<file path="src/rtl/uart_rx.sv">
// rtl/uart_rx.sv - oversampling UART receiver (16x s_tick, LSB first, no parity)
//
// Ports:
//   clk          system clock
//   reset        synchronous, active-high reset
//   rx           serial line, asynchronous to clk, idle high
//   s_tick       one-clk-wide pulse at 16x the baud rate
//   rx_done_tick one-clk pulse: new word on dout
//   dout         received word, right-aligned; bits above DBIT-1 are 0
//   frame_err    stop-bit level was 0 for the word on dout
//   busy         high while the receiver is not idle
module uart_rx #(
  parameter int DBIT    = 8,
  parameter int SB_TICK = 16
) (
  input  logic       clk,
  input  logic       reset,
  input  logic       rx,
  input  logic       s_tick,
  output logic       rx_done_tick,
  output logic [7:0] dout,
  output logic       frame_err,
  output logic       busy
);

  // Tick counter covers one 16-tick bit; widened only when the stop period
  // is longer than one bit (1.5 or 2 stop bits).
  localparam int SW = (SB_TICK > 16) ? 5 : 4;

  typedef enum logic [1:0] {
    st_idle  = 2'd0,
    st_start = 2'd1,
    st_data  = 2'd2,
    st_stop  = 2'd3
  } state_t;

  state_t        state, state_next;
  logic [SW-1:0] s_cnt, s_next;
  logic [2:0]    n_cnt, n_next;
  logic [7:0]    shreg, shreg_next;

  logic          rx_meta, rx_s;

  logic          done_next;
  logic [7:0]    dout_next;
  logic          ferr_next;
  logic          busy_next;

  // State register, synchronizer and registered outputs.
  always_ff @(posedge clk) begin
    if (reset) begin
      rx_meta      <= 1'b1;
      rx_s         <= 1'b1;
      state        <= st_idle;
      s_cnt        <= '0;
      n_cnt        <= '0;
      shreg        <= '0;
      rx_done_tick <= 1'b0;
      dout         <= '0;
      frame_err    <= 1'b0;
      busy         <= 1'b0;
    end else begin
      rx_meta      <= rx;
      rx_s         <= rx_meta;
      state        <= state_next;
      s_cnt        <= s_next;
      n_cnt        <= n_next;
      shreg        <= shreg_next;
      rx_done_tick <= done_next;
      dout         <= dout_next;
      frame_err    <= ferr_next;
      busy         <= busy_next;
    end
  end

  // Next-state logic. The idle->start move ignores s_tick, so a tick in that
  // same cycle is not counted toward the half-bit start check.
  always_comb begin
    state_next = state;
    s_next     = s_cnt;
    n_next     = n_cnt;
    shreg_next = shreg;
    case (state)
      st_idle: begin
        if (!rx_s) begin
          state_next = st_start;
          s_next     = '0;
        end
      end
      st_start: begin
        if (s_tick) begin
          if (rx_s) begin
            state_next = st_idle;          // line went back high: glitch
          end else if (s_cnt == SW'(7)) begin
            state_next = st_data;          // middle of start bit reached
            s_next     = '0;
            n_next     = '0;
          end else begin
            s_next = s_cnt + 1'b1;
          end
        end
      end
      st_data: begin
        if (s_tick) begin
          if (s_cnt == SW'(15)) begin
            s_next     = '0;
            shreg_next = {rx_s, shreg[7:1]};
            if (n_cnt == 3'(DBIT - 1)) begin
              state_next = st_stop;
            end else begin
              n_next = n_cnt + 1'b1;
            end
          end else begin
            s_next = s_cnt + 1'b1;
          end
        end
      end
      st_stop: begin
        if (s_tick) begin
          if (s_cnt == SW'(SB_TICK - 1)) begin
            state_next = st_idle;
          end else begin
            s_next = s_cnt + 1'b1;
          end
        end
      end
      default: begin
        state_next = st_idle;
      end
    endcase
  end

  // Output logic: word and stop level are captured as the stop period ends.
  // With DBIT < 8 the word sits in the upper DBIT bits of shreg.
  always_comb begin
    done_next = (state == st_stop) && s_tick && (s_cnt == SW'(SB_TICK - 1));
    dout_next = dout;
    ferr_next = frame_err;
    if (done_next) begin
      dout_next = shreg >> (8 - DBIT);
      ferr_next = ~rx_s;
    end
    busy_next = (state_next != st_idle);
  end

endmodule

</file>
<file path="config.mk">
export PLATFORM = sky130hd
export DESIGN_NAME = uart_rx
export DESIGN_NICKNAME = d
export VERILOG_FILES = /design/src/rtl/uart_rx.sv
export SDC_FILE = /design/constraint.sdc
export NUM_CORES = 1
export LEC_CHECK = 0
export BUFFER_PORTS_ARGS = -buffer_cell sky130_fd_sc_hd__clkbuf_2
export CAP_MARGIN = 20
export CORE_AREA = 2 2 71 73
export CTS_BUF_LIST = sky130_fd_sc_hd__clkbuf_4 sky130_fd_sc_hd__clkbuf_8
export DETAILED_ROUTE_END_ITERATION = 6
export DIE_AREA = 0 0 73 75
export SLEW_MARGIN = 10
export SYNTH_ARGS = -nofsm -noshare
export SYNTH_HDL_FRONTEND = slang
export SYNTH_SLANG_ARGS = --single-unit
</file>
<file path="constraint.sdc">
create_clock -name clk -period 4 [get_ports clk]
set_clock_uncertainty 0.05 [all_clocks]
set_input_delay 0.4 -clock clk [delete_from_list [all_inputs] [get_ports clk]]
set_output_delay 0.4 -clock clk [all_outputs]
set_load 0.01 [all_outputs]
</file>
Word level (Yosys, flattened, before mapping)
Cells that the tools add are included.
{ "classes": {"add_sub_neg": 2, "eq_ne": 15, "n_mux": 26, "bitwise": 1, "reduce_logical": 8} }
{ "op_table": {"columns": ["operator", "count"], "rows": [
  ["$mux W4", 8],
  ["$mux W2", 9],
  ["$mux W3", 6],
  ["$ne A2 B2 Y1 const B", 9],
  ["$pmux W4 S4", 1],
  ["$pmux W2 S4", 1],
  ["$reduce_and A7 Y1", 1],
  ["$pmux W3 S2", 1],
  ["$reduce_and A6 Y1", 1],
  ["$add A4 B1 Y4 const B", 1],
  ["$eq A2 B2 Y1 const B", 2],
  ["$eq A4 B3 Y1 const B", 1],
  ["$eq A4 B4 Y1 const B", 1],
  ["$reduce_bool A2 Y1", 2],
  ["$add A3 B1 Y3 const B", 1],
  ["$eq A3 B3 Y1 const B", 1],
  ["$reduce_and A3 Y1", 1],
  ["$eq A2 B1 Y1 const B", 1],
  ["$logic_and A1 B1 Y1", 2],
  ["$logic_not A2 Y1", 1],
  ["$not A1 Y1", 1]
]} }
{ "totals": {"register_bits": 30, "out_inout_bits": 11, "elab_cells": 62} }

Logic depth before layout (Yosys ltp)
Gate-level depths: netlist (run 1).
{ "logic_depth": {"depth_word": 6, "depth_mapped": 6, "depth_no_buf": 6} }

Worst setup path after synthesis (run 1)
OpenSTA, ideal clock, no wires.
{ "synth_timing": {"path_kind": "register to register", "from": "reg n_cnt[0]", "to": "reg n_cnt[0]", "setup_ns": 0.071, "arrival_time_ns": 1.478, "setup_slack_ns": 2.402, "stages_incl_launch_ff": 7, "n_path_buf": 0, "synth_period_minus_slack_ns": 1.598, "cell_sequence": "dfxtp_1 > ha_1 > ha_1 > nor3b_2 > o2111ai_2 > or3_1 > a21oi_1"} }
{ "synth_via": {"elab_chain_cells": 5, "word_cells_on_any_way": 8, "classes_between": "add/sub: 1; eq/ne: 2; mux: 4; reduce/logical: 1"} }
{ "synth_lines": {"columns": ["element", "line", "text"], "rows": [
  ["start, declared", "39", "logic [2:0] n_cnt, n_next;"],
  ["start signal, assigned", "67", "n_cnt <= n_next;"],
  ["$add A3 B1 Y3", "111", "n_next = n_cnt + 1'b1;"],
  ["$mux W3", "108", "if (n_cnt == 3'(DBIT - 1)) begin"],
  ["$mux W3", "105", "if (s_cnt == SW'(15)) begin"],
  ["$mux W3", "104", "if (s_tick) begin"],
  ["$pmux W3 S2", "83", "case (state)"]
]} }
Several ways; a longest one is shown, not always the timed one. The select of a mux whose other input is x is not followed.
A chain may end at the register's enable or synchronous reset.

Worst setup path after layout (run 1)
{ "layout_timing": {"from": "reg s_cnt[0]", "to": "reg frame_err"} }
{ "layout_via": {"elab_chain_cells": 2} }
{ "layout_lines": {"columns": ["element", "line", "text"], "rows": [
  ["start, declared", "38", "logic [SW-1:0] s_cnt, s_next;"],
  ["start signal, assigned", "66", "s_cnt <= s_next;"],
  ["$eq A4 B4 Y1", "136", "done_next = (state == st_stop) && s_tick && (s_cnt == SW'(SB_TICK - 1));"],
  ["$logic_and A1 B1 Y1", "136", null],
  ["end signal, assigned", "71", "frame_err <= ferr_next;"],
  ["end, declared", "22", "output logic frame_err,"]
]} }
Every way passes these cells.

==> impl_metrics.csv, run 1 <==
group,metric,value,unit
global_routing,overflow,0,
clocking,postCtsHoldBufs,0,
sta,period_share,50.77,%
cells_and_area,final_layout_size_suffix_gt1_share,22.22,%
sta,timing.slew.headroom,56.75,%
routing,drc,0,
floorplan,core.rowCount,25,
yosys,synthesis.nets,136,
clocking,h-tree-depth,2,
floorplan,core-area,4661,um2
cells_and_area,final_cell_mix,"dfxtp_1, nor2_1, mux2i_1",
power,vdd_drop_max,0.0001591,V
global_routing,antenna_found_initial,0,
placed_design,dpl.cell_count,190,
clocking,tritoncts,"done",
power,total_power,0.5660,mW
yosys,yosys.area.top_type,"dfxtp_1",
yosys,netlist_area,1290,um2
routing,wl_per_cell,11.20,um
sta,rsz0062_at_grt,"no",
placed_design,numPortBuffers,14,
global_routing,grt_use_total,9.795,%
routing,wl,2217,um
yosys,synthCells,129,
clocking,clk_latency,0.28,ns
power,p_sw,0.1232,mW
cells_and_area,nNetsFinal,150,
floorplan,die_h,75,um
power,internal-power,0.4428,mW
power,p_clk_share,44.4,%
worst_setup_path,endpoint_kind,"register",
clocking,numCtsBuffers,5,
cells_and_area,final_cells,198,
placed_design,gp_congestion,0.7821,
job,maxCapViolCount,0,
yosys,ys_ff_latch,30,
yosys,synth_flop_cell,"dfxtp_1",
yosys,yosysTopAreaCellShare,46.56,%
worst_setup_path,setup.worst_path.class,"reg2reg",
placed_design,post-dp-hpwl,1542,um
sta,worst_slew_pin_slew,0.6468,ns
floorplan,design.die.area,5475,um2
sta,clock.fmax,492.4,MHz
worst_setup_path,arrival,2.19,ns
sta,maxSlewViolCount,0,
clocking,root_buffer,"clkbuf_8",
power,p_per_area,381.4,nW/um2
yosys,ys_warn_count,0,
worst_hold_path,hp-class,"in2reg",
global_routing,grt_pass1_vias,921,
floorplan,die_w,73,um
routing,vias,915,
yosys,synth.distinct_cells,40,
routing,ant_nets,0,
sta,hold_viol,0,
power,switching_share,21.77,%
routing,via_per_inst,4.621,
clocking,ctsResizeCount,0,
sta,setup_tns,0,ns
clocking,post_cts_buffers,0,
yosys,yosysSeqAreaShare,46.56,%
clocking,clk_pin_slew,0.07,ns
floorplan,initial_core_util,27.68,%
cells_and_area,layout.area.seq,600.6,um2
clocking,cts_sinks,30,
global_routing,grt_max_degree,31,
routing,dr.pass1.iters,4,
run_status,status,"complete, no violations",
floorplan,ioPinCount,15,
power,seq_power_share,53.5,%
worst_setup_path,cp.required,4.16,ns
yosys,synth_edf_count,0,
power,pwr-share-comb,2.2,%
power,p_leak,0.6209,nW
cells_and_area,areaGrowthSynthToFinish,15.03,%
worst_setup_path,start_kind,"register",
sta,period_needed,2.031,ns
yosys,ys_async_sr_fraction,0,%
clocking,clk_path_buf_depth,2,
cells_and_area,multi_input_area,635.6,um2
yosys,netlist_top_cells_area,"dfxtp_1, mux2i_1, nor2_1",
cells_and_area,final_common_cell,"dfxtp_1",
cells_and_area,antennaDiodeCount,0,
sta,finalSetupViolations,0,
yosys,avgSynthCellArea,10.00,um2
global_routing,grt_first_pass_wirelength,4002,um
cells_and_area,n_fill_cell,491,
worst_setup_path,critical_path.max_fanout,11,
routing,drt_iter0_markers,30,
-- per-layer routing --
layer | track usage, % | share of wire (%)
met1 | 11.87 | 49
met4 | 9.671 | 3.5
met2 | 14.01 | 44
met5 | 0 | 0
met3 | 2.276 | 2.8
-- through the flow --
step	util (%)	cell area (um2)	hold WS, ns	setup WS, ns
floorplan	-	1290	0.3395	2.402
global placement	29.80	1389	0.3434	1.975
detailed placement	29.80	1389	0.3423	1.951
CTS	31.84	1484	0.2406	1.933
global route	31.84	1484	0.2422	1.745
finish	31.84	1484	0.2513	1.969
-- power by group through the flow --
stage               Clock (mW)  Combinational [mW]  Sequential, mW
floorplan                    0             0.00911           0.308
global placement             0              0.0123           0.309
detailed placement           0              0.0123           0.309
CTS                      0.260              0.0124           0.303
global route             0.272              0.0136           0.303
finish                   0.251              0.0123           0.303
-- synth_stat cells, drive strengths merged, types with 2 or more instances --
library cell / number
mux2i: 17
o21ai: 2
nand2: 6
a21oi: 4
nor3b: 2
and2: 2
dfxtp: 30
a31oi: 2
nand2b: 3
clkbuf: 3
a311oi: 2
nand4: 3
inv: 4
or2: 4
o41ai: 2
nor2: 20
nand3b: 2
ha: 3
buf: 4
and2b: 2
-- cells by family after synthesis --
group,count (synthesis),share of synthesized area (%)
and+or+nand+nor,49,20.56
DFF,30,46.56
muxes,18,14.06
AOI/OAI and AO/OA,17,10.47
buffers and inverters,11,4.170
adders and majority gates,3,2.910
xor gates and xnor gates,1,1.261
-- critical path, cell delays in order, from the launching register on --
cell,delay (ns)
dfxtp_1,0.35
ha_1,0.22
and3_1,0.26
nand4_1,0.54
or2_0,0.42
a21oi_1,0.12
-- path summary, 6_finish.rpt --
check | endpoint | cells after the start | startpoint | slack, ns
setup / recovery | frame_err$_SDFFE_PP0P_ | 5 | s_cnt[0]$_SDFFE_PP0P_ | 1.97
hold / removal | rx_meta$_SDFF_PP1_ | 2 | rx | 0.25
setup reg to reg | frame_err$_SDFFE_PP0P_ | 5 | s_cnt[0]$_SDFFE_PP0P_ | 1.97
hold reg to reg | rx_s$_SDFF_PP1_ | 1 | rx_meta$_SDFF_PP1_ | 0.36
-- sequential cells by signal (all words and copies together) (netlist names) --
| signal | flops |
|---|---|
| busy | 1 |
| dout | 8 |
| frame_err | 1 |
| n_cnt | 3 |
| rx_done_tick | 1 |
| rx_meta | 1 |
| rx_s | 1 |
| s_cnt | 4 |
| shreg | 8 |
| state | 2 |
-- final cells by class --
class / count / share of cell area [%]
Inverter: 4 / 1.012
Timing Repair Buffer: 14 / 4.722
Clock buffer: 6 / 5.565
Sequential cell: 30 / 40.47
Tap cell: 54 / 4.553
Multi-Input combinational cell: 88 / 42.83
Clock inverter: 2 / 0.8432
Power figures use the tool's default switching activity.
==> run 2, diff against run 1 <==
--- a/config.mk
+++ b/config.mk
@@ -5,12 +5,13 @@
 export SDC_FILE = /design/constraint.sdc
 export NUM_CORES = 1
 export LEC_CHECK = 0
+export ABC_AREA = 1
 export BUFFER_PORTS_ARGS = -buffer_cell sky130_fd_sc_hd__clkbuf_2
 export CAP_MARGIN = 20
-export CORE_AREA = 2 2 71 73
+export CORE_AREA = 2 2 74 76
 export CTS_BUF_LIST = sky130_fd_sc_hd__clkbuf_4 sky130_fd_sc_hd__clkbuf_8
 export DETAILED_ROUTE_END_ITERATION = 6
-export DIE_AREA = 0 0 73 75
+export DIE_AREA = 0 0 76 78
 export SLEW_MARGIN = 10
 export SYNTH_ARGS = -nofsm -noshare
 export SYNTH_HDL_FRONTEND = slang
==> constraint.sdc (replaced) <==
create_clock -name clk -period 2.05 [get_ports clk]
set_clock_uncertainty 0.05 [all_clocks]
set_input_delay 0.205 -clock clk [delete_from_list [all_inputs] [get_ports clk]]
set_output_delay 0.205 -clock clk [all_outputs]
set_load 0.01 [all_outputs]
==> impl_metrics.csv, run 2 <==
group,metric,value,unit
power,vdd_drop_max,0.0004357,V
power,p_per_area,689.1,nW/um2
sta,worst_slew_pin_slew,0.6387,ns
global_routing,grt_pass1_vias,1157,
placed_design,post-dp-hpwl,2014,um
cells_and_area,n_fill_cell,553,
routing,via_per_inst,4.335,
worst_setup_path,r2r-start,"s_cnt[0]$_SDFFE_PP0P_",
yosys,ys_ff_latch,30,
worst_setup_path,crit_path_start,"s_cnt[0]$_SDFFE_PP0P_",
sta,period_needed,1.515,ns
cells_and_area,final_layout_size_suffix_gt1_share,23.70,%
cells_and_area,antennaDiodeCount,0,
sta,hold-worst-slack,0.07234,ns
sta,rsz0062_at_grt,"no",
worst_hold_path,min-delay-start,"rx",
power,p_leak,0.7663,nW
routing,vias,1218,
clocking,cts_sinks,30,
placed_design,gp_congestion,0.7908,
routing,dr.pass1.iters,5,
sta,setup_tns,0,ns
yosys,synthesis.nets,199,
worst_setup_path,cp.required,2.16,ns
global_routing,grt_use_total,10.50,%
yosys,ys_warn_count,0,
yosys,synth.distinct_cells,23,
cells_and_area,final_common_cell,"nor2_1",
yosys,ys_async_sr_fraction,0,%
cells_and_area,nNetsFinal,218,
job,maxCapViolCount,0,
yosys,yosys.area.top_type,"dfxtp_1",
floorplan,core-area,5042,um2
yosys,synth.most_common_cell,"nor2_1",
global_routing,grt_max_degree,26,
clocking,numCtsBuffers,5,
sta,clock.fmax,660.1,MHz
routing,ant_nets,0,
sta,hold_viol,0,
global_routing,antenna_found_initial,0,
yosys,netlist_top_cells_area,"dfxtp_1, nor2_1, nand2_1",
yosys,yosysSeqAreaShare,43.44,%
floorplan,die_w,76,um
placed_design,dpl.cell_count,274,
sta,period_share,73.90,%
floorplan,die_h,78,um
clocking,post_cts_buffers,0,
placed_design,numPortBuffers,14,
cells_and_area,final_cell_mix,"nor2_1, nand2_1, dfxtp_1",
floorplan,initial_core_util,27.42,%
clocking,clk_latency,0.28,ns
yosys,yosysTopAreaCellShare,43.44,%
worst_setup_path,arrival,1.63,ns
routing,wl_per_cell,9.612,um
yosys,netlist_area,1383,um2
routing,drc,0,
worst_setup_path,critical_path.max_fanout,10,
global_routing,grt_first_pass_wirelength,5106,um
worst_setup_path,endpoint_kind,"register",
routing,drt_iter0_markers,75,
clocking,postCtsHoldBufs,0,
cells_and_area,reg_top3,"dout x8, shreg x8, s_cnt x4",
floorplan,design.die.area,5928,um2
power,total_power,1.113,mW
yosys,synthCells,192,
floorplan,core.rowCount,26,
clocking,clk_pin_slew,0.06,ns
floorplan,ioPinCount,15,
routing,wl,2701,um
cells_and_area,final_cells,281,
clocking,tritoncts,"done",
global_routing,overflow,0,
sta,maxSlewViolCount,0,
run_status,status,"complete, no violations",
worst_setup_path,start_kind,"register",
sta,timing.slew.headroom,57.37,%
worst_setup_path,setup.worst_path.class,"reg2reg",
cells_and_area,fin_util,32.03,%
yosys,synth_edf_count,0,
clocking,clk_path_buf_depth,2,
worst_hold_path,hp-class,"in2reg",
clocking,root_buffer,"clkbuf_8",
clocking,ctsResizeCount,0,
yosys,synth_flop_cell,"dfxtp_1",
cells_and_area,areaGrowthSynthToFinish,16.83,%
yosys,avgSynthCellArea,7.201,um2
yosys,synth_common_cells,"nor2_1, nand2_1, dfxtp_1, nand3_1, o21ai_0",
clocking,h-tree-depth,2,
sta,finalSetupViolations,0,
run 2: worst max-delay path, stage by stage, from the launching register on:
cell,delay (ns)
dfxtp_1,0.37
ha_1,0.25
nand3_1,0.19
nor2_4,0.17
nand2_4,0.11
o21ai_0,0.20
nor2_1,0.05
run 2: final cells by class:
class / instances / area (um2) / area share [%]
Multi-Input combinational cell: 139 / 689.4 / 42.68
Sequential cell: 30 / 600.6 / 37.18
Timing Repair Buffer: 14 / 70.07 / 4.338
Clock buffer: 7 / 83.83 / 5.190
Inverter: 21 / 83.83 / 5.190
Tap cell: 70 / 87.58 / 5.422
run 2: stage by stage:
| stage | worst slack [ns] | area (um2) |
|---|---|---|
| finish | 0.5350 | 1615 |
| global route | 0.3457 | 1615 |
| CTS | 0.5249 | 1615 |
| detailed placement | 0.5446 | 1531 |
| global placement | 0.5781 | 1531 |
| floorplan | 0.7094 | 1383 |
run 2: path summary, 6_finish.rpt:
check	to	slack, ns	cells past startpoint
setup / recovery	dout[7]$_SDFFE_PP0P_	0.53	6
hold / removal	rx_meta$_SDFF_PP1_	0.07	2
setup reg to reg	dout[7]$_SDFFE_PP0P_	0.53	6
hold reg to reg	rx_s$_SDFF_PP1_	0.35	1
run 2: routing by layer:
| layer | up-vias | share of wire (%) | track usage, % |
|---|---|---|---|
| met1 | 550 | 49 | 13.01 |
| li1 | 641 | - | - |
| met5 | - | 0 | 0 |
| met4 | 0 | 1.1 | 3.818 |
| met2 | 23 | 46 | 17.32 |
| met3 | 4 | 4.4 | 3.140 |
run 2: logic make-up after synthesis:
| kind of cell | synth area share [%] |
|---|---|
| AO/OA/AOI/OAI | 7.783 |
| AND/OR/NAND/NOR | 39.37 |
| buffers and inverters | 6.697 |
| flip-flops | 43.44 |
| adder cells (fa/ha/maj) | 2.715 |
run 2: report_power, final:
| group | switching [mW] | leakage, nW | internal (mW) |
|---|---|---|---|
| clock network | 0.196 | 0.0452 | 0.259 |
| registers | 0.00627 | 0.242 | 0.589 |
| logic | 0.0422 | 0.479 | 0.0198 |
==> run 3, diff against run 2 <==
==> constraint.sdc (replaced) <==
create_clock -name clk -period 1.2 [get_ports clk]
set_clock_uncertainty 0.05 [all_clocks]
set_input_delay 0.12 -clock clk [delete_from_list [all_inputs] [get_ports clk]]
set_output_delay 0.12 -clock clk [all_outputs]
set_load 0.01 [all_outputs]
==> impl_metrics.csv, run 3 (same netlist as run 2, synthesis figures left out) <==
group,metric,value,unit
sta,worst_slew_pin_slew,0.2479,ns
sta,hold-worst-slack,0.01809,ns
worst_hold_path,min-delay-start,"reset",
floorplan,design.die.area,5928,um2
routing,vias,1294,
worst_setup_path,start_kind,"register",
routing,drt_iter0_markers,38,
routing,ant_nets,0,
sta,finalSetupViolations,28,
worst_setup_path,setup.worst_path.class,"reg2reg",
sta,maxSlewViolCount,0,
worst_setup_path,cp.required,1.33,ns
global_routing,grt_first_pass_wirelength,5175,um
worst_setup_path,arrival,1.47,ns
sta,period_share,112.0,%
clocking,tritoncts,"done",
floorplan,die_h,78,um
job,maxCapViolCount,0,
clocking,numCtsBuffers,5,
routing,via_per_inst,4.215,
global_routing,grt_use_total,10.81,%
worst_setup_path,critical_path.max_fanout,4,
cells_and_area,final_common_cell,"nor2_1",
cells_and_area,areaGrowthSynthToFinish,40.63,%
sta,timing.slew.headroom,83.41,%
clocking,clk_latency,0.28,ns
floorplan,ioPinCount,15,
cells_and_area,antennaDiodeCount,0,
floorplan,die_w,76,um
run_status,violations,"setup timing",
worst_setup_path,crit_path_start,"s_cnt[0]$_SDFFE_PP0P_",
clocking,clk_path_buf_depth,2,
worst_setup_path,endpoint_kind,"register",
cells_and_area,final_layout_size_suffix_gt1_share,43.04,%
global_routing,antenna_found_initial,0,
power,total_power,2.012,mW
routing,dr.pass1.iters,4,
cells_and_area,fin_util,38.56,%
worst_hold_path,hp-class,"in2reg",
floorplan,core.rowCount,26,
power,vdd_drop_max,0.0007775,V
placed_design,post-place-ws,-0.1545,ns
routing,drc,0,
cells_and_area,fin_area,1944,um2
floorplan,initial_core_util,27.42,%
floorplan,core-area,5042,um2
global_routing,overflow,0,
routing,wl_per_cell,9.779,um
clocking,h-tree-depth,2,
power,p_per_area,1035,nW/um2
worst_setup_path,r2r-start,"s_cnt[0]$_SDFFE_PP0P_",
sta,clock.fmax,743.7,MHz
routing,wl,3002,um
placed_design,gp_congestion,0.7836,
placed_design,post-dp-hpwl,2161,um
sta,hold_viol,0,
clocking,root_buffer,"clkbuf_8",
clocking,cts_sinks,30,
global_routing,grt_max_degree,20,
cells_and_area,final_cell_mix,"nor2_1, nand2_1, dfxtp_1",
placed_design,numPortBuffers,14,
cells_and_area,nNetsFinal,243,
sta,period_needed,1.345,ns
sta,rsz0062_at_grt,"yes",
sta,setup_slack,-0.1446,ns
power,p_leak,0.8982,nW
run_status,status,"complete, but fails checks",
placed_design,place_area,1753,um2
cells_and_area,reg_top3,"dout x8, shreg x8, s_cnt x4",
global_routing,grt_pass1_vias,1206,
clocking,clk_pin_slew,0.06,ns
## run 3: cell count changes in the layout (fill, tap and decap cells not counted), moves of 5 or more
cell	previous run	this run
buf_4	0	23
o21ai_0	16	8
dfxtp_1	30	24
dfxtp_2	0	6
nand3_1	18	12
nand3_2	0	6
nand2_1	33	28
nand2_2	5	10
## run 3: stage by stage
step           instances  setup TNS, ns
3_3_place_gp         296         -2.593
2_1_floorplan        192        -0.7044
4_1_cts              305         -2.856
5_1_grt              307         -5.803
6_report             307         -2.900
3_5_place_dp         296         -2.571
## run 3: area by class of cell
class | instances | area, um2
fill | 531 | 3098
multi-input combinational | 139 | 798.3
sequential | 30 | 608.1
timing repair buffer | 39 | 264.0
inverter | 21 | 91.34
clock buffer | 7 | 90.09
tap | 70 | 87.58
clock inverter | 1 | 5.005
## run 3: path summary, 6_finish.rpt
check                            end  slack [ns]  cells past startpoint
max reg2reg    s_cnt[0]$_SDFFE_PP0P_       -0.14                      8
max            s_cnt[0]$_SDFFE_PP0P_       -0.14                      8
min          rx_done_tick$_SDFF_PP0_        0.02                      2
min reg2reg          rx_s$_SDFF_PP1_        0.36                      1
## run 3: power by group
| part | internal [mW] | switching [mW] | total [mW] |
|---|---|---|---|
| Sequential | 1.01 | 0.0121 | 1.02 |
| Combinational | 0.0551 | 0.0840 | 0.139 |
| Clock | 0.484 | 0.369 | 0.853 |
| Total | 1.55 | 0.465 | 2.01 |
## run 3: repair_timing
action,CTS,global route
pin swaps,4,10
buffers inserted,0,2
hold buffers,1,0
endpoints found under the setup margin,28,28
hold endpoints to repair,1,0
gates resized for setup,5,21
## run 3: worst max-delay path, cell delays in order, from the launching register on
cell,delay (ns)
dfxtp_2,0.35
ha_4,0.16
nand3_1,0.15
nand2_1,0.12
nand2_2,0.08
inv_2,0.11
nand2_2,0.08
nand3_1,0.08
nand2_1,0.05
## run 3: layer usage
metal	GRT usage [%]	vias up	share of wire (%)	wire (um)
met4	5.455	0	1.9	58
li1	-	695	-	-
met5	0	-	0	0
met2	17.59	15	46	1385
met3	2.791	6	2.8	84
met1	13.25	578	49	1474
